<file path="config.mk">
export PLATFORM = sky130hd
export DESIGN_NAME = alu_decode_pipe_flat
export DESIGN_NICKNAME = d
export VERILOG_FILES = /design/src/rtl/alu_decode_pipe_pkg.sv /design/src/rtl/alu_decode_pipe_if.sv /design/src/rtl/alu_decode_pipe_fifo.sv /design/src/rtl/alu_decode_pipe.sv /design/src/flat_wrapper.sv
export SDC_FILE = /design/constraint.sdc
export NUM_CORES = 1
export LEC_CHECK = 0
export ABC_CLOCK_PERIOD_IN_PS = 3150
export BUFFER_PORTS_ARGS = -buffer_cell sky130_fd_sc_hd__buf_2
export CORE_AREA = 2 2 68 70
export CTS_CLUSTER_SIZE = 12
export DETAILED_ROUTE_END_ITERATION = 8
export DIE_AREA = 0 0 70 72
export PLACE_DENSITY = 0.65
export SLEW_MARGIN = 10
export SYNTH_ARGS = -nofsm -noshare
export SYNTH_HDL_FRONTEND = slang
export SYNTH_HIERARCHICAL = 1
export SYNTH_SLANG_ARGS = --single-unit
</file>
<file path="constraint.sdc">
create_clock -name clk -period 3.15 [get_ports clk]
set_clock_uncertainty 0.1 [all_clocks]
set_input_delay 0.4725 -clock clk [delete_from_list [all_inputs] [get_ports clk]]
set_output_delay 0.4725 -clock clk [all_outputs]
set_load 0.03 [all_outputs]
</file>
<file path="src/rtl/alu_decode_pipe_pkg.sv">
// Opcode constants, ALU op encoding, decoded-entry layout and the pure decode
// function shared by the decode pipeline and its output FIFO.
package alu_pkg;

  localparam logic [4:0] OPC_ADD  = 5'h00;
  localparam logic [4:0] OPC_ADDI = 5'h01;
  localparam logic [4:0] OPC_SUB  = 5'h03;
  localparam logic [4:0] OPC_SUBI = 5'h04;
  localparam logic [4:0] OPC_AND  = 5'h05;
  localparam logic [4:0] OPC_OR   = 5'h06;
  localparam logic [4:0] OPC_XOR  = 5'h07;
  localparam logic [4:0] OPC_NOT  = 5'h08;
  localparam logic [4:0] OPC_JMPI = 5'h09;
  localparam logic [4:0] OPC_CLR  = 5'h0B;
  localparam logic [4:0] OPC_NOP  = 5'h0C;
  localparam logic [4:0] OPC_CMPE = 5'h12;
  localparam logic [4:0] OPC_CMPG = 5'h13;
  localparam logic [4:0] OPC_CMPL = 5'h14;
  localparam logic [4:0] OPC_SHRA = 5'h15;
  localparam logic [4:0] OPC_SHRL = 5'h16;
  localparam logic [4:0] OPC_SHL  = 5'h17;

  typedef enum logic [3:0] {
    ALU_ADD  = 4'd0,
    ALU_SUB  = 4'd1,
    ALU_AND  = 4'd2,
    ALU_OR   = 4'd3,
    ALU_XOR  = 4'd4,
    ALU_NOT  = 4'd5,
    ALU_CLR  = 4'd6,
    ALU_CMPE = 4'd7,
    ALU_CMPG = 4'd8,
    ALU_CMPL = 4'd9,
    ALU_SHRA = 4'd10,
    ALU_SHRL = 4'd11,
    ALU_SHL  = 4'd12,
    ALU_JMPI = 4'd13,
    ALU_NOP  = 4'd15
  } alu_op_e;

  typedef struct packed {
    alu_op_e op;
    logic    imm_sel;
    logic    err;
  } alu_dec_t;

  // hi_bad flags nonzero opcode bits above bit 4; those always decode as errors.
  function automatic alu_dec_t alu_decode(input logic [4:0] opc, input logic hi_bad);
    alu_dec_t d;
    d.op      = ALU_NOP;
    d.imm_sel = 1'b0;
    d.err     = 1'b0;
    case (opc)
      OPC_ADD:  d.op = ALU_ADD;
      OPC_ADDI: begin d.op = ALU_ADD; d.imm_sel = 1'b1; end
      OPC_SUB:  d.op = ALU_SUB;
      OPC_SUBI: begin d.op = ALU_SUB; d.imm_sel = 1'b1; end
      OPC_AND:  d.op = ALU_AND;
      OPC_OR:   d.op = ALU_OR;
      OPC_XOR:  d.op = ALU_XOR;
      OPC_NOT:  d.op = ALU_NOT;
      OPC_JMPI: d.op = ALU_JMPI;
      OPC_CLR:  d.op = ALU_CLR;
      OPC_NOP:  d.op = ALU_NOP;
      OPC_CMPE: d.op = ALU_CMPE;
      OPC_CMPG: d.op = ALU_CMPG;
      OPC_CMPL: d.op = ALU_CMPL;
      OPC_SHRA: d.op = ALU_SHRA;
      OPC_SHRL: d.op = ALU_SHRL;
      OPC_SHL:  d.op = ALU_SHL;
      default:  d.err = 1'b1;
    endcase
    if (hi_bad) begin
      d.op      = ALU_NOP;
      d.imm_sel = 1'b0;
      d.err     = 1'b1;
    end
    return d;
  endfunction

endpackage

</file>
<file path="src/rtl/alu_decode_pipe_if.sv">
// Opcode-in / decoded-op-out handshake bundle plus flush and error status.
interface alu_decode_pipe_if #(
  parameter int OP_W      = 5,
  parameter int ALU_OP_W  = 4,
  parameter int ERR_CNT_W = 8
);
  logic                 in_valid;
  logic                 in_ready;
  logic [OP_W-1:0]      in_op;
  logic                 flush;
  logic                 out_valid;
  logic                 out_ready;
  logic [ALU_OP_W-1:0]  out_alu_op;
  logic                 out_imm_sel;
  logic                 out_err;
  logic                 err_clr;
  logic                 err_sticky;
  logic [ERR_CNT_W-1:0] err_count;

  // Upstream/ALU side: drives opcodes, consumes decoded ops.
  modport master (
    output in_valid, in_op, flush, out_ready, err_clr,
    input  in_ready, out_valid, out_alu_op, out_imm_sel, out_err, err_sticky, err_count
  );

  // Decoder side.
  modport slave (
    input  in_valid, in_op, flush, out_ready, err_clr,
    output in_ready, out_valid, out_alu_op, out_imm_sel, out_err, err_sticky, err_count
  );
endinterface

</file>
<file path="src/rtl/alu_decode_pipe_fifo.sv">
// Small circular FIFO of decoded entries: wrap-around pointers, occupancy
// counter, synchronous flush that also discards a same-cycle push.
module alu_dec_fifo #(
  parameter int  DEPTH = 2,
  parameter type T     = logic
) (
  input  logic clk,
  input  logic rst_n,
  input  logic flush_i,
  input  logic push_i,
  input  T     din_i,
  input  logic pop_i,
  output T     dout_o,
  output logic valid_o,
  output logic not_full_o
);
  localparam int PW = (DEPTH > 1) ? $clog2(DEPTH) : 1;
  localparam int CW = $clog2(DEPTH + 1);

  T               mem_q [DEPTH];
  logic [PW-1:0]  wptr_q, wptr_d, rptr_q, rptr_d;
  logic [CW-1:0]  count_q, count_d;
  logic           do_push, do_pop;

  function automatic logic [PW-1:0] bump(input logic [PW-1:0] p);
    return (p == PW'(DEPTH - 1)) ? '0 : p + 1'b1;
  endfunction

  assign do_push    = push_i && !flush_i;
  assign do_pop     = pop_i && valid_o;
  assign valid_o    = (count_q != '0);
  assign not_full_o = (count_q < CW'(DEPTH));
  assign dout_o     = mem_q[rptr_q];

  // Next pointers and occupancy; flush returns everything to the empty state.
  always_comb begin
    wptr_d  = wptr_q;
    rptr_d  = rptr_q;
    count_d = count_q;
    if (flush_i) begin
      wptr_d  = '0;
      rptr_d  = '0;
      count_d = '0;
    end else begin
      if (do_push) wptr_d = bump(wptr_q);
      if (do_pop)  rptr_d = bump(rptr_q);
      case ({do_push, do_pop})
        2'b10:   count_d = count_q + 1'b1;
        2'b01:   count_d = count_q - 1'b1;
        default: count_d = count_q;
      endcase
    end
  end

  // Pointer and counter registers.
  always_ff @(posedge clk or negedge rst_n) begin
    if (!rst_n) begin
      wptr_q  <= '0;
      rptr_q  <= '0;
      count_q <= '0;
    end else begin
      wptr_q  <= wptr_d;
      rptr_q  <= rptr_d;
      count_q <= count_d;
    end
  end

  // Storage cells; reset to zero so the head reads as an all-zero entry when empty.
  for (genvar gi = 0; gi < DEPTH; gi++) begin : g_cell
    always_ff @(posedge clk or negedge rst_n) begin
      if (!rst_n)                               mem_q[gi] <= '0;
      else if (do_push && wptr_q == PW'(gi))    mem_q[gi] <= din_i;
    end
  end
endmodule

</file>
<file path="src/rtl/alu_decode_pipe.sv">
// Registered opcode decoder: decode on accept, buffer in the output FIFO,
// and keep sticky/saturating error status for accepted errored opcodes.
module alu_decode_pipe
  import alu_pkg::*;
#(
  parameter int OP_W      = 5,
  parameter int ALU_OP_W  = 4,
  parameter int DEPTH     = 2,
  parameter int ERR_CNT_W = 8
) (
  input logic              clk,
  input logic              rst_n,
  alu_decode_pipe_if.slave bus
);
  alu_dec_t             dec, head;
  logic                 hi_bad, accept, push_kept, err_hit;
  logic                 fifo_not_full, fifo_valid;
  logic [3:0]           head_op;
  logic                 err_sticky_q, err_sticky_d;
  logic [ERR_CNT_W-1:0] err_cnt_q, err_cnt_d;

  if (OP_W > 5) begin : g_hi
    assign hi_bad = |bus.in_op[OP_W-1:5];
  end else begin : g_no_hi
    assign hi_bad = 1'b0;
  end

  assign dec       = alu_decode(bus.in_op[4:0], hi_bad);
  // A pop at full frees a slot in the same cycle, so out_ready opens the input.
  assign bus.in_ready = fifo_not_full || bus.out_ready;
  assign accept    = bus.in_valid && bus.in_ready;
  assign push_kept = accept && !bus.flush;
  assign err_hit   = push_kept && dec.err;

  alu_dec_fifo #(.DEPTH(DEPTH), .T(alu_dec_t)) u_fifo (
    .clk        (clk),
    .rst_n      (rst_n),
    .flush_i    (bus.flush),
    .push_i     (accept),
    .din_i      (dec),
    .pop_i      (bus.out_ready),
    .dout_o     (head),
    .valid_o    (fifo_valid),
    .not_full_o (fifo_not_full)
  );

  assign head_op         = head.op;
  assign bus.out_valid   = fifo_valid;
  assign bus.out_alu_op  = ALU_OP_W'(head_op);
  assign bus.out_imm_sel = head.imm_sel;
  assign bus.out_err     = head.err;
  assign bus.err_sticky  = err_sticky_q;
  assign bus.err_count   = err_cnt_q;

  // Error status next state; a clear coinciding with a new error leaves exactly that one.
  always_comb begin
    err_sticky_d = err_sticky_q;
    err_cnt_d    = err_cnt_q;
    if (bus.err_clr) begin
      err_sticky_d = err_hit;
      err_cnt_d    = err_hit ? ERR_CNT_W'(1) : '0;
    end else if (err_hit) begin
      err_sticky_d = 1'b1;
      if (err_cnt_q != '1) err_cnt_d = err_cnt_q + 1'b1;
    end
  end

  // Error status registers.
  always_ff @(posedge clk or negedge rst_n) begin
    if (!rst_n) begin
      err_sticky_q <= 1'b0;
      err_cnt_q    <= '0;
    end else begin
      err_sticky_q <= err_sticky_d;
      err_cnt_q    <= err_cnt_d;
    end
  end
endmodule

</file>
<file path="src/flat_wrapper.sv">
// flat-port wrapper written by rule: the top's interface ports become plain ports
module alu_decode_pipe_flat import alu_pkg::*;
#(
  parameter int OP_W      = 5,
  parameter int ALU_OP_W  = 4,
  parameter int DEPTH     = 2,
  parameter int ERR_CNT_W = 8
)
  (clk, rst_n, bus_in_valid, bus_in_op, bus_flush, bus_out_ready, bus_err_clr, bus_in_ready, bus_out_valid, bus_out_alu_op, bus_out_imm_sel, bus_out_err, bus_err_sticky, bus_err_count);
  alu_decode_pipe_if #(.OP_W(OP_W), .ALU_OP_W(ALU_OP_W), .ERR_CNT_W(ERR_CNT_W)) bus_i ();
  input logic clk;
  input logic rst_n;
  input wire logic [$bits(bus_i.in_valid)-1:0] bus_in_valid;
  input wire logic [$bits(bus_i.in_op)-1:0] bus_in_op;
  input wire logic [$bits(bus_i.flush)-1:0] bus_flush;
  input wire logic [$bits(bus_i.out_ready)-1:0] bus_out_ready;
  input wire logic [$bits(bus_i.err_clr)-1:0] bus_err_clr;
  output wire logic [$bits(bus_i.in_ready)-1:0] bus_in_ready;
  output wire logic [$bits(bus_i.out_valid)-1:0] bus_out_valid;
  output wire logic [$bits(bus_i.out_alu_op)-1:0] bus_out_alu_op;
  output wire logic [$bits(bus_i.out_imm_sel)-1:0] bus_out_imm_sel;
  output wire logic [$bits(bus_i.out_err)-1:0] bus_out_err;
  output wire logic [$bits(bus_i.err_sticky)-1:0] bus_err_sticky;
  output wire logic [$bits(bus_i.err_count)-1:0] bus_err_count;
  assign bus_i.in_valid = bus_in_valid;
  assign bus_i.in_op = bus_in_op;
  assign bus_i.flush = bus_flush;
  assign bus_i.out_ready = bus_out_ready;
  assign bus_i.err_clr = bus_err_clr;
  assign bus_in_ready = bus_i.in_ready;
  assign bus_out_valid = bus_i.out_valid;
  assign bus_out_alu_op = bus_i.out_alu_op;
  assign bus_out_imm_sel = bus_i.out_imm_sel;
  assign bus_out_err = bus_i.out_err;
  assign bus_err_sticky = bus_i.err_sticky;
  assign bus_err_count = bus_i.err_count;
  alu_decode_pipe #(.OP_W(OP_W), .ALU_OP_W(ALU_OP_W), .DEPTH(DEPTH), .ERR_CNT_W(ERR_CNT_W)) u_core (.clk(clk), .rst_n(rst_n), .bus(bus_i));
endmodule
</file>
# Word-level counts from Yosys, hierarchy flattened
# Cells that the tools add are included.
[word_totals] register_bits=25
[op_classes] n_mux=20 n_reduce_logical=20 n_eq_ne=19 bitwise=2 n_addsub=5 magnitude_cmp=2
[ops] operator="$pmux W4 S14" n=1
[ops] operator="$eq A5 B5 Y1 const B" n=6
[ops] operator="$mux W8" n=3
[ops] operator="$eq A5 B3 Y1 const B" n=4
[ops] operator="$eq A5 B4 Y1 const B" n=4
[ops] operator="$mux W6" n=3
[ops] operator="$reduce_or A17 Y1" n=1
[ops] operator="$mux W1" n=11
[ops] operator="$reduce_bool A2 Y1" n=5
[ops] operator="$add A8 B1 Y8 const B" n=1
[ops] operator="$ne A8 B8 Y1 const B" n=1
[ops] operator="$logic_and A1 B1 Y1" n=6
[ops] operator="$reduce_or A2 Y1" n=3
[ops] operator="$eq A5 B1 Y1 const B" n=1
[ops] operator="$eq A5 B2 Y1 const B" n=1
[ops] operator="$logic_not A5 Y1" n=1
[ops] operator="$pmux W2 S2" n=1
[ops] operator="$reduce_bool A3 Y1" n=1
[ops] operator="$add A1 B1 Y1 const B" n=2
[ops] operator="$add A2 B1 Y2 const B" n=1
[ops] operator="$eq A2 B1 Y1 const B" n=1
[ops] operator="$eq A2 B2 Y1 const B" n=1
[ops] operator="$ge A2 B2 Y1 const B" n=1
[ops] operator="$lt A2 B2 Y1 const B" n=1
[ops] operator="7 further kinds" n=7

# Longest topological paths before layout
# Gate-level depths: netlist of run 1.
[depth] ltp_word=7 ltp_mapped=6 mapped_depth_nobuf=5

# Hierarchy
# The synthesis of run 1 kept the hierarchy.
[by_module_without_submodules] mod="alu_dec_fifo" cells_per_inst=54 seq_area_each_um2=400.4 instances=1 area_each_um2=745.7
[by_module_without_submodules] mod="alu_decode_pipe" cells_per_inst=83 seq_area_each_um2=225.2 instances=1 area_each_um2=744.5

# Worst setup path after synthesis of run 1
# No wires, ideal clock.
[synth_path] path_type="register to register" start="reg u_core.err_cnt_q[0] (netlist: u_core/bus.err_count[0])" end="reg u_core.err_cnt_q[6] (netlist: u_core/bus.err_count[6])" required_ps=2925 path_buffers=0 period_less_slack_ps=1924 stages_incl_launch_ff=6 slack_ps=1226 arrival_ps=1699 cell_sequence="dfrtp_1 > ha_1 > nand3_1 > o211ai_1 > nor4_1 > mux2_2"
[synth_via] elab_chain_len=4 word_cells_on_any_way=7
[synth_lines] element="start, declared" line="alu_decode_pipe.sv:20" text="logic [ERR_CNT_W-1:0] err_cnt_q, err_cnt_d;"
[synth_lines] element="start signal, assigned" line="alu_decode_pipe.sv:75" text="err_cnt_q <= err_cnt_d;"
[synth_lines] element="$add A8 B1 Y8" line="alu_decode_pipe.sv:64" text="if (err_cnt_q != '1) err_cnt_d = err_cnt_q + 1'b1;"
[synth_lines] element="$mux W8" line="alu_decode_pipe.sv:64"
[synth_lines] element="$mux W8" line="alu_decode_pipe.sv:62" text="end else if (err_hit) begin"
[synth_lines] element="$mux W8" line="alu_decode_pipe.sv:59" text="if (bus.err_clr) begin"
# Parallel ways exist; a longest one is shown, timed or not. The select of a mux whose other input is x is not followed.
# A chain may end at the register's enable or synchronous reset.

# Final worst setup path of run 1
[layout_path] start="reg u_core.u_fifo.count_q[1]" end="reg u_core.err_cnt_q[6] (netlist: u_core/bus.err_count[6])"
[layout_via] elab_chain_len=7
[layout_lines] element="start, declared" line="alu_decode_pipe_fifo.sv:22" text="logic [CW-1:0] count_q, count_d;"
[layout_lines] element="start signal, assigned" line="alu_decode_pipe_fifo.sv:64" text="count_q <= count_d;"
[layout_lines] element="$lt A2 B2 Y1" line="alu_decode_pipe_fifo.sv:32" text="assign not_full_o = (count_q < CW'(DEPTH));"
[layout_lines] element="net u_core.fifo_not_full" line="alu_decode_pipe.sv:17" text="logic fifo_not_full, fifo_valid;"
[layout_lines] element="$logic_or A1 B1 Y1" line="alu_decode_pipe.sv:30" text="assign bus.in_ready = fifo_not_full || bus.out_ready;"
[layout_lines] element="$logic_and A1 B1 Y1" line="alu_decode_pipe.sv:31" text="assign accept = bus.in_valid && bus.in_ready;"
[layout_lines] element="net u_core.accept" line="alu_decode_pipe.sv:16" text="logic hi_bad, accept, push_kept, err_hit;"
[layout_lines] element="$logic_and A1 B1 Y1" line="alu_decode_pipe.sv:32" text="assign push_kept = accept && !bus.flush;"
[layout_lines] element="$logic_and A1 B1 Y1" line="alu_decode_pipe.sv:33" text="assign err_hit = push_kept && dec.err;"
[layout_lines] element="$reduce_bool A2 Y1 (no source line)"
[layout_lines] element="$reduce_and A2 Y1 (no source line)"
# The timed path passes the listed nets, and every way through them passes these cells.

==> metrics.md, run 1 <==
| Metric | Value |
|---|---|
| Final hold viol count | 0 |
| Top Layer Used | met4 |
| DR iter-0 viols | between 60 and 70 |
| Clk_lat worst skew | between 200 and 300 ps |
| Worst-path cell chain | inv_1 > o21a_1 > o211ai_1 > nor4_1 > mux2_2 |
| Fin util | 0.393 |
| Design Area, Final | approximately 1700 um2 |
| Starting Density | 0.349 |
| Post-route ant nets | 0 |
| Final non-filler cell total | between 200 and 250 |
| First-pass GRT wire length | between 5000 and 6000 um |
| Synth Area in XOR/XNOR | 0.0176 |
| Slew Limit Fails | 0 |
| Worst VDD drop | around 0.29 mV |
| EDFF count, synth | 0 |
| Nets | approximately 170 |
| Final WS setup | 1010 ps |
| Syn Std Cell Area | about 1500 um2 |
| Adder-Cell Fraction of Synth Area | 0.00840 |
| Tightest Pin Transition | around 560 ps |
| HP Class | primary input to async pin |
| Hold WS | ~79 ps |
| Wire per inst | ~14 um |
| Ys async rst share | 1.00 |
| Clk pin slew, worst setup/hold paths | 90 ps |
| Cells after DPL | around 210 |
| # diodes | 0 |
| Prevailing post-synth register cell | dfrtp_1 |
| Sink Count | 25 |
| R2r setup slk | between 1000 and 1500 ps |
| Placement Rows | 24 |
| Worst setup EP type | flop |
| RSZ-0062 raised after global routing | no |
| Area Overhead vs Synth | 12.3% |
| Core area | between 4000 and 5000 um2 |
| Register area share after synthesis | 0.420 |
| CTS tree | built |
| Max Root-Sink Buffers | 2 |
| IO buf count | 27 |
| Syn Nets | roughly 150 |
| Required time of the critical path | around 3200 ps |
| Final Cycle Share | 0.679 |
| Area after DPL | approximately 1600 um2 |
| Drt pass-1 iters | 4 |
| Vias in the first global route | roughly 1100 |
| Hpwl dp | roughly 2000 um |
| DP Worst Slack | 982 ps |
| Die Y | about 72 um |
| Critical path class | flop to flop |
| Global-route usage over all layers | 0.125 |
| M1 WL | between 1000 and 1500 um |
| Worst path depth | 5 |
| Critical path launch point type | flop |
| Final TNS setup | 0 ps |
| Max Clock Freq | approximately 470 MHz |
| Met3 Wirelength | around 100 um |
| Most frequent cells in the layout | buf_2 (27), dfrtp_1 (25), mux2_2 (19), a21oi_1 (10), inv_1 (8) |
| Crit path max-delay family | compound AO/OA/AOI/OAI gates |
| Largest net degree at the start of global routing | 26 |
| Period minus WS final | between 2000 and 2500 ps |
| Final wirelength | between 2000 and 3000 um |
| Pleak | between 0.7 and 0.8 nW |
| Status | completed |
| Largest family of logic cells by synthesized area | simple AND/OR/NAND/NOR gates |
| Met2 Wirelength | roughly 1400 um |
| # resized after CTS | 0 |
| Gr ovfl total | 0 |
| Slew headroom | 0.629 |
| Crit-path max FO | 11 |
| Clock root cell | clkbuf_8 |
| Compound-Gate Fraction of Synth Area | 0.165 |
| Area of the multi-input gates | 769 um2 |
| Max-cap check violation count | 0 |
| Setup Viol. Count Final | 0 |
| Cells after synthesis | between 100 and 150 |
| Avg Cell Area, Syn | roughly 11 um2 |
| Fraction of layout instances using a drive strength above 1 | 0.379 |
| Simple-gate area share of the yosys netlist | 0.165 |
| Critical path buffers and inverters | 1 |
| Hold Buf Count CTS | 0 |
| Slowest stage delay, CP | about 440 ps |
| Io pins | 28 |
| H-tree depth | 1 |
| CTS Buf Count | 3 |
| Initial antenna violation count | 0 |
| Drt via density | 5.33 |
| Final Wtd Congestion | 0.779 |
| FF-to-FF Start | u_core/u_fifo/count_q[1]$_DFFE_PN0P_ |
| Most common cell after layout, fill and taps aside | buf_2 |
| DIE AREA | roughly 5000 um2 |
| Filler cell count | 426 |
| Worst EP arrival | 2200 ps |
| Mux share of post-synthesis cell area | 0.160 |
| Reg-to-Reg End | u_core/bus.err_count[6]$_DFFE_PN0P_ |
| P per Cell Area | a little under 500 nW/um2 |
| DR DRC count | 0 |
| Post-CTS Setup Repair Bufs | 0 |
| FF/Latch Area | ~630 um2 |
| Post-synthesis cell type count | 46 |
| Post-synthesis register bit count | 25 |
| YS warnings | 6 |
| Die width | about 70 um |
| Max stage delay cell, worst path | dfrtp_1 |
| R2R cell count | 5 |
| Vias | about 1100 |
| Total chip power | 0.805 mW |
==> kinds of logic (layout without fill, tap and decap cells) <==
logic type,Yosys count,after routing
compound gates,34,34
simple gates,38,38
mux,21,21
fa+ha+maj,1,1
buf+inv,15,39
flops,25,25
xor+xnor,3,3
==> worst max path at each step <==
| stage | to | start |
|---|---|---|
| floorplan | u_core/bus.err_count[6]$_DFFE_PN0P_ | u_core/bus.err_count[0]$_DFFE_PN0P_ |
| global placement | u_core/bus.err_count[6]$_DFFE_PN0P_ | bus_out_ready |
| detailed placement | u_core/bus.err_count[6]$_DFFE_PN0P_ | bus_out_ready |
| CTS | u_core/bus.err_count[6]$_DFFE_PN0P_ | u_core/u_fifo/count_q[1]$_DFFE_PN0P_ |
| global route | u_core/bus.err_count[6]$_DFFE_PN0P_ | u_core/u_fifo/count_q[1]$_DFFE_PN0P_ |
| finish | u_core/bus.err_count[6]$_DFFE_PN0P_ | u_core/u_fifo/count_q[1]$_DFFE_PN0P_ |
==> cells in the mapped netlist, drive strengths merged (3+ instances only) <==
master | count | area [um2]
buf | 5 | 46.3
or2 | 3 | 18.8
dfrtp | 25 | 626
or4 | 4 | 30.0
nor2 | 5 | 26.3
o31ai | 4 | 30.0
nand2 | 3 | 11.3
o211ai | 3 | 22.5
mux2 | 20 | 229
a21oi | 11 | 66.3
nand3 | 3 | 15.0
nor2b | 5 | 31.3
o21ai | 7 | 35.0
inv | 8 | 30.0
==> routing by layer <==
metal | vias up | GRT usage
met5 | - | 0
met4 | 0 | 0.0385
met3 | 2 | 0.0194
met2 | 19 | 0.219
met1 | 556 | 0.160
li1 | 558 | -
==> flip-flops by register name (all words and copies together) (netlist names) <==
| name | count |
|---|---|
| u_core/u_fifo/count_q | 2 |
| u_core/u_fifo/mem_q | 12 |
| u_core/u_fifo/wptr_q | 1 |
| u_core/u_fifo/rptr_q | 1 |
| u_core/bus.err_sticky | 1 |
| u_core/bus.err_count | 8 |
==> area by class of cell <==
class | count | share of cell area
sequential | 25 | 0.374
clock inverter | 1 | 0.00448
inverter | 8 | 0.0179
tap | 52 | 0.0389
timing repair buffer | 27 | 0.0807
multi-input combinational | 97 | 0.460
clock buffer | 3 | 0.0247
==> where the power goes <==
part | switching, mW | internal, mW
clock | 0.103 | 0.0896
combinational | 0.123 | 0.0932
sequential | 0.0278 | 0.368
Note: power is estimated with default switching activity, not from simulation.
==> run 2: changes to the inputs <==
--- a/config.mk
+++ b/config.mk
@@ -5,13 +5,13 @@
 export SDC_FILE = /design/constraint.sdc
 export NUM_CORES = 1
 export LEC_CHECK = 0
-export ABC_CLOCK_PERIOD_IN_PS = 3150
+export ABC_CLOCK_PERIOD_IN_PS = 1700
 export BUFFER_PORTS_ARGS = -buffer_cell sky130_fd_sc_hd__buf_2
 export CORE_AREA = 2 2 68 70
 export CTS_CLUSTER_SIZE = 12
 export DETAILED_ROUTE_END_ITERATION = 8
 export DIE_AREA = 0 0 70 72
-export PLACE_DENSITY = 0.65
+export PLACE_DENSITY = 0.67
 export SLEW_MARGIN = 10
 export SYNTH_ARGS = -nofsm -noshare
 export SYNTH_HDL_FRONTEND = slang
==> constraint.sdc (replaced) <==
create_clock -name clk -period 1.7 [get_ports clk]
set_clock_uncertainty 0.1 [all_clocks]
set_input_delay 0.255 -clock clk [delete_from_list [all_inputs] [get_ports clk]]
set_output_delay 0.255 -clock clk [all_outputs]
set_load 0.03 [all_outputs]
==> run 2 against run 1 <==
Hold slack gained 96 ps. Setup slack lost 1000 ps. Sequential share of layout area shrank 5.7 points. Final cell count grew 14%. Critical path type unchanged. Wire length grew 12%. Flip-flop and latch count is the same. Critical endpoint is now u_core/bus.err_count[3]$_DFFE_PN0P_. First-iteration DRC count shrank 9.7%. Highest routed layer unchanged. The run now ends with setup timing left.
==> metrics.md, run 2 (synthesis gave the netlist of run 1 again) <==
| Metric | Value |
|---|---|
| Status | complete, but fails checks |
| Violated checks | setup timing |
| Final Cycle Share | 1.02 (+0.341) |
| Slew headroom | 0.624 (-0.00467) |
| Hpwl dp | 2280 um (+13%) |
| Setup Viol. Count Final | 5 (+5) |
| Final wirelength | 3230 um (+12%) |
| DIE AREA | 5040 um2 (unchanged) |
| Worst EP arrival | 1820 ps (-380 ps) |
| Global-route usage over all layers | 0.120 (-0.00504) |
| Clock share of power | 0.228 (-0.012) |
| FF-to-FF Start | u_core/bus.err_count[1]$_DFFE_PN0P_ |
| Worst VDD drop | 0.571 mV (+99%) |
| Met2 Wirelength | 1550 um (+12%) |
| CTS tree | built |
| Required time of the critical path | 1790 ps (-1420 ps) |
| Seq pwr share | 0.467 (-0.024) |
| Vias in the first global route | 1079 (-5.3%) |
| First-pass GRT wire length | 4820 um (-6.6%) |
| Largest net degree at the start of global routing | 26 (unchanged) |
| P per Cell Area | 790 nW/um2 (+64%) |
| Post-route ant nets | 0 (unchanged) |
| Area Overhead vs Synth | 34.0% |
| HP Class | primary input to flop |
| Max stage delay cell, worst path | dfrtp_2 |
| Final Wtd Congestion | 0.819 (+5.1%) |
| Clk_lat worst skew | 270 ps (about the same) |
| Max-cap check violation count | 0 (unchanged) |
| Logic pwr share | 0.305 (+0.036) |
| Final WS setup | -34.7 ps (-1050 ps) |
| Crit-path max FO | 5 (-6) |
| Die Y | 72 um (unchanged) |
| H-tree depth | 1 (unchanged) |
| IO buf count | 27 (unchanged) |
| Critical path class | flop to flop |
| Die width | 70 um (unchanged) |
| RSZ-0062 raised after global routing | yes |
| Core area | 4260 um2 (unchanged) |
| Wire per inst | 13.3 um (-1.8%) |
| Io pins | 28 (unchanged) |
| # diodes | 0 (unchanged) |
| Largest register FFs | 12 (unchanged) |
| Nets | 204 (+17%) |
| DR iter-0 viols | 56 (-9.7%) |
| Top Layer Used | met4 |
| Total chip power | 1.58 mW (+96%) |
| Placement Rows | 24 (unchanged) |
| Worst Setup SP | u_core/bus.err_count[1]$_DFFE_PN0P_ |
| Max Root-Sink Buffers | 2 (unchanged) |
| Tightest Pin Transition | 564 ps (+7.01 ps) |
| Max Clock Freq | 576 MHz (+23%) |
| Hold WS | 176 ps (+96.5 ps) |
| DR DRC count | 0 (unchanged) |
| Psw | 0.495 mW (+95%) |
| Fraction of layout instances using a drive strength above 1 | 0.550 (+0.171) |
| Slowest stage delay, CP | 440 ps (about the same) |
| Most common cell after layout, fill and taps aside | buf_2 |
| Vias | 1239 (+9.2%) |
| Most frequent cells in the layout | buf_2 (27), buf_4 (26), dfrtp_1 (19), mux2_2 (13), inv_1 (8) |
| Met3 Wirelength | 133 um (+28%) |
| Sw frac | 0.314 (-0.00194) |
| Pint | 1.08 mW (+96%) |
| Gr ovfl total | 0 (unchanged) |
| Most common cell on crit path | buf_4 |
| Initial antenna violation count | 0 (unchanged) |
| Sink Count | 25 (unchanged) |
| Final hold viol count | 0 (unchanged) |
| Pleak | 0.885 nW (+23%) |
| Worst-path cell chain | ha_4 > nand3_2 > buf_4 > o211ai_1 > buf_4 > or3_1 > a21oi_1 |
| Clock root cell | clkbuf_8 |
| Slew Limit Fails | 0 (unchanged) |
| Drt via density | 5.10 (-4.3%) |
| Critical path launch point type | flop |
| Drt pass-1 iters | 4 (unchanged) |
| Worst setup EP type | flop |
| Starting Density | 0.349 (unchanged) |
| Period minus WS final | 1730 ps (-404 ps) |
| Hold Crit Start | bus_err_clr |
| Largest Register | u_core/u_fifo/mem_q |
| CTS Buf Count | 3 (unchanged) |
| Clk pin slew, worst setup/hold paths | 90 ps (about the same) |
| M1 WL | 1500 um (+9.0%) |
## run 2: cell count changes in the layout (fill, tap and decap cells not counted), sizes merged
cell,previous run,this run
buf,27,56
dlygate4sd3,0,1
## run 2: timing repair
| item | in CTS | in global routing |
|---|---|---|
| buffers inserted | 1 | 3 |
| endpoints found under the hold margin | 25 | 0 |
| hold buffers | 1 | 0 |
| endpoints found under the setup margin | 11 | 11 |
| pin swaps | 4 | 3 |
| gates resized for setup | 4 | 11 |
## run 2: final cells by class
cell class	count	area (um2)
fillers	419	2270
multi-input cells	97	837
flip-flops and latches	25	633
repair buffers	57	383
well taps	52	65.1
clock buffers	3	41.3
inverters	8	30.0
clock inverters	1	7.51
## run 2: power by group through the flow
stage          clock network (mW)  logic [mW]  registers (mW)
4_1_cts                     0.369       0.454           0.733
3_5_place_dp                    0       0.447           0.743
5_1_grt                     0.396       0.518           0.747
3_3_place_gp                    0       0.446           0.741
2_1_floorplan                   0       0.316           0.742
6_report                    0.360       0.481           0.736
## run 2: path summary, 6_finish.rpt
path / cells after the start / slack, ps / endpoint
worst max-delay path: 7 / -30 / u_core/bus.err_count[3]$_DFFE_PN0P_
worst min-delay path: 2 / 180 / u_core/bus.err_count[7]$_DFFE_PN0P_
worst max register to register: 7 / -30 / u_core/bus.err_count[3]$_DFFE_PN0P_
worst min register to register: 1 / 410 / u_core/u_fifo/mem_q[4]$_DFFE_PN0P_
max in group asynchronous: 2 / 690 / u_core/bus.err_count[4]$_DFFE_PN0P_
min in group asynchronous: 2 / 390 / u_core/u_fifo/mem_q[8]$_DFFE_PN0P_
## run 2: worst max-delay path: cells and delay by family, from the launching register on
kind / cells / cell delay (ps)
flip-flops: 1 / 440
AND/OR/NAND/NOR: 2 / 370
buffers and inverters: 2 / 300
AO/OA/AOI/OAI: 2 / 290
adder cells (fa/ha/maj): 1 / 170
## run 2: metrics by stage
stage	util	setup slack [ps]	instances	setup TNS [ps]	instance area (um2)
after floorplan	-	-110	137	-114	1520
after global placement	0.434	-21.1	234	-33.0	1850
after detailed placement	0.434	-54.5	234	-117	1850
after CTS	0.453	-47.5	240	-176	1930
after global routing	0.468	-119	243	-542	2000
final	0.468	-34.7	243	-112	2000
## run 2: metal layers
layer  track usage  vias to the layer above
li1              -                      614
met1         0.163                      592
met2         0.190                       29
met3        0.0194                        4
met4        0.0513                        0
met5             0                        -
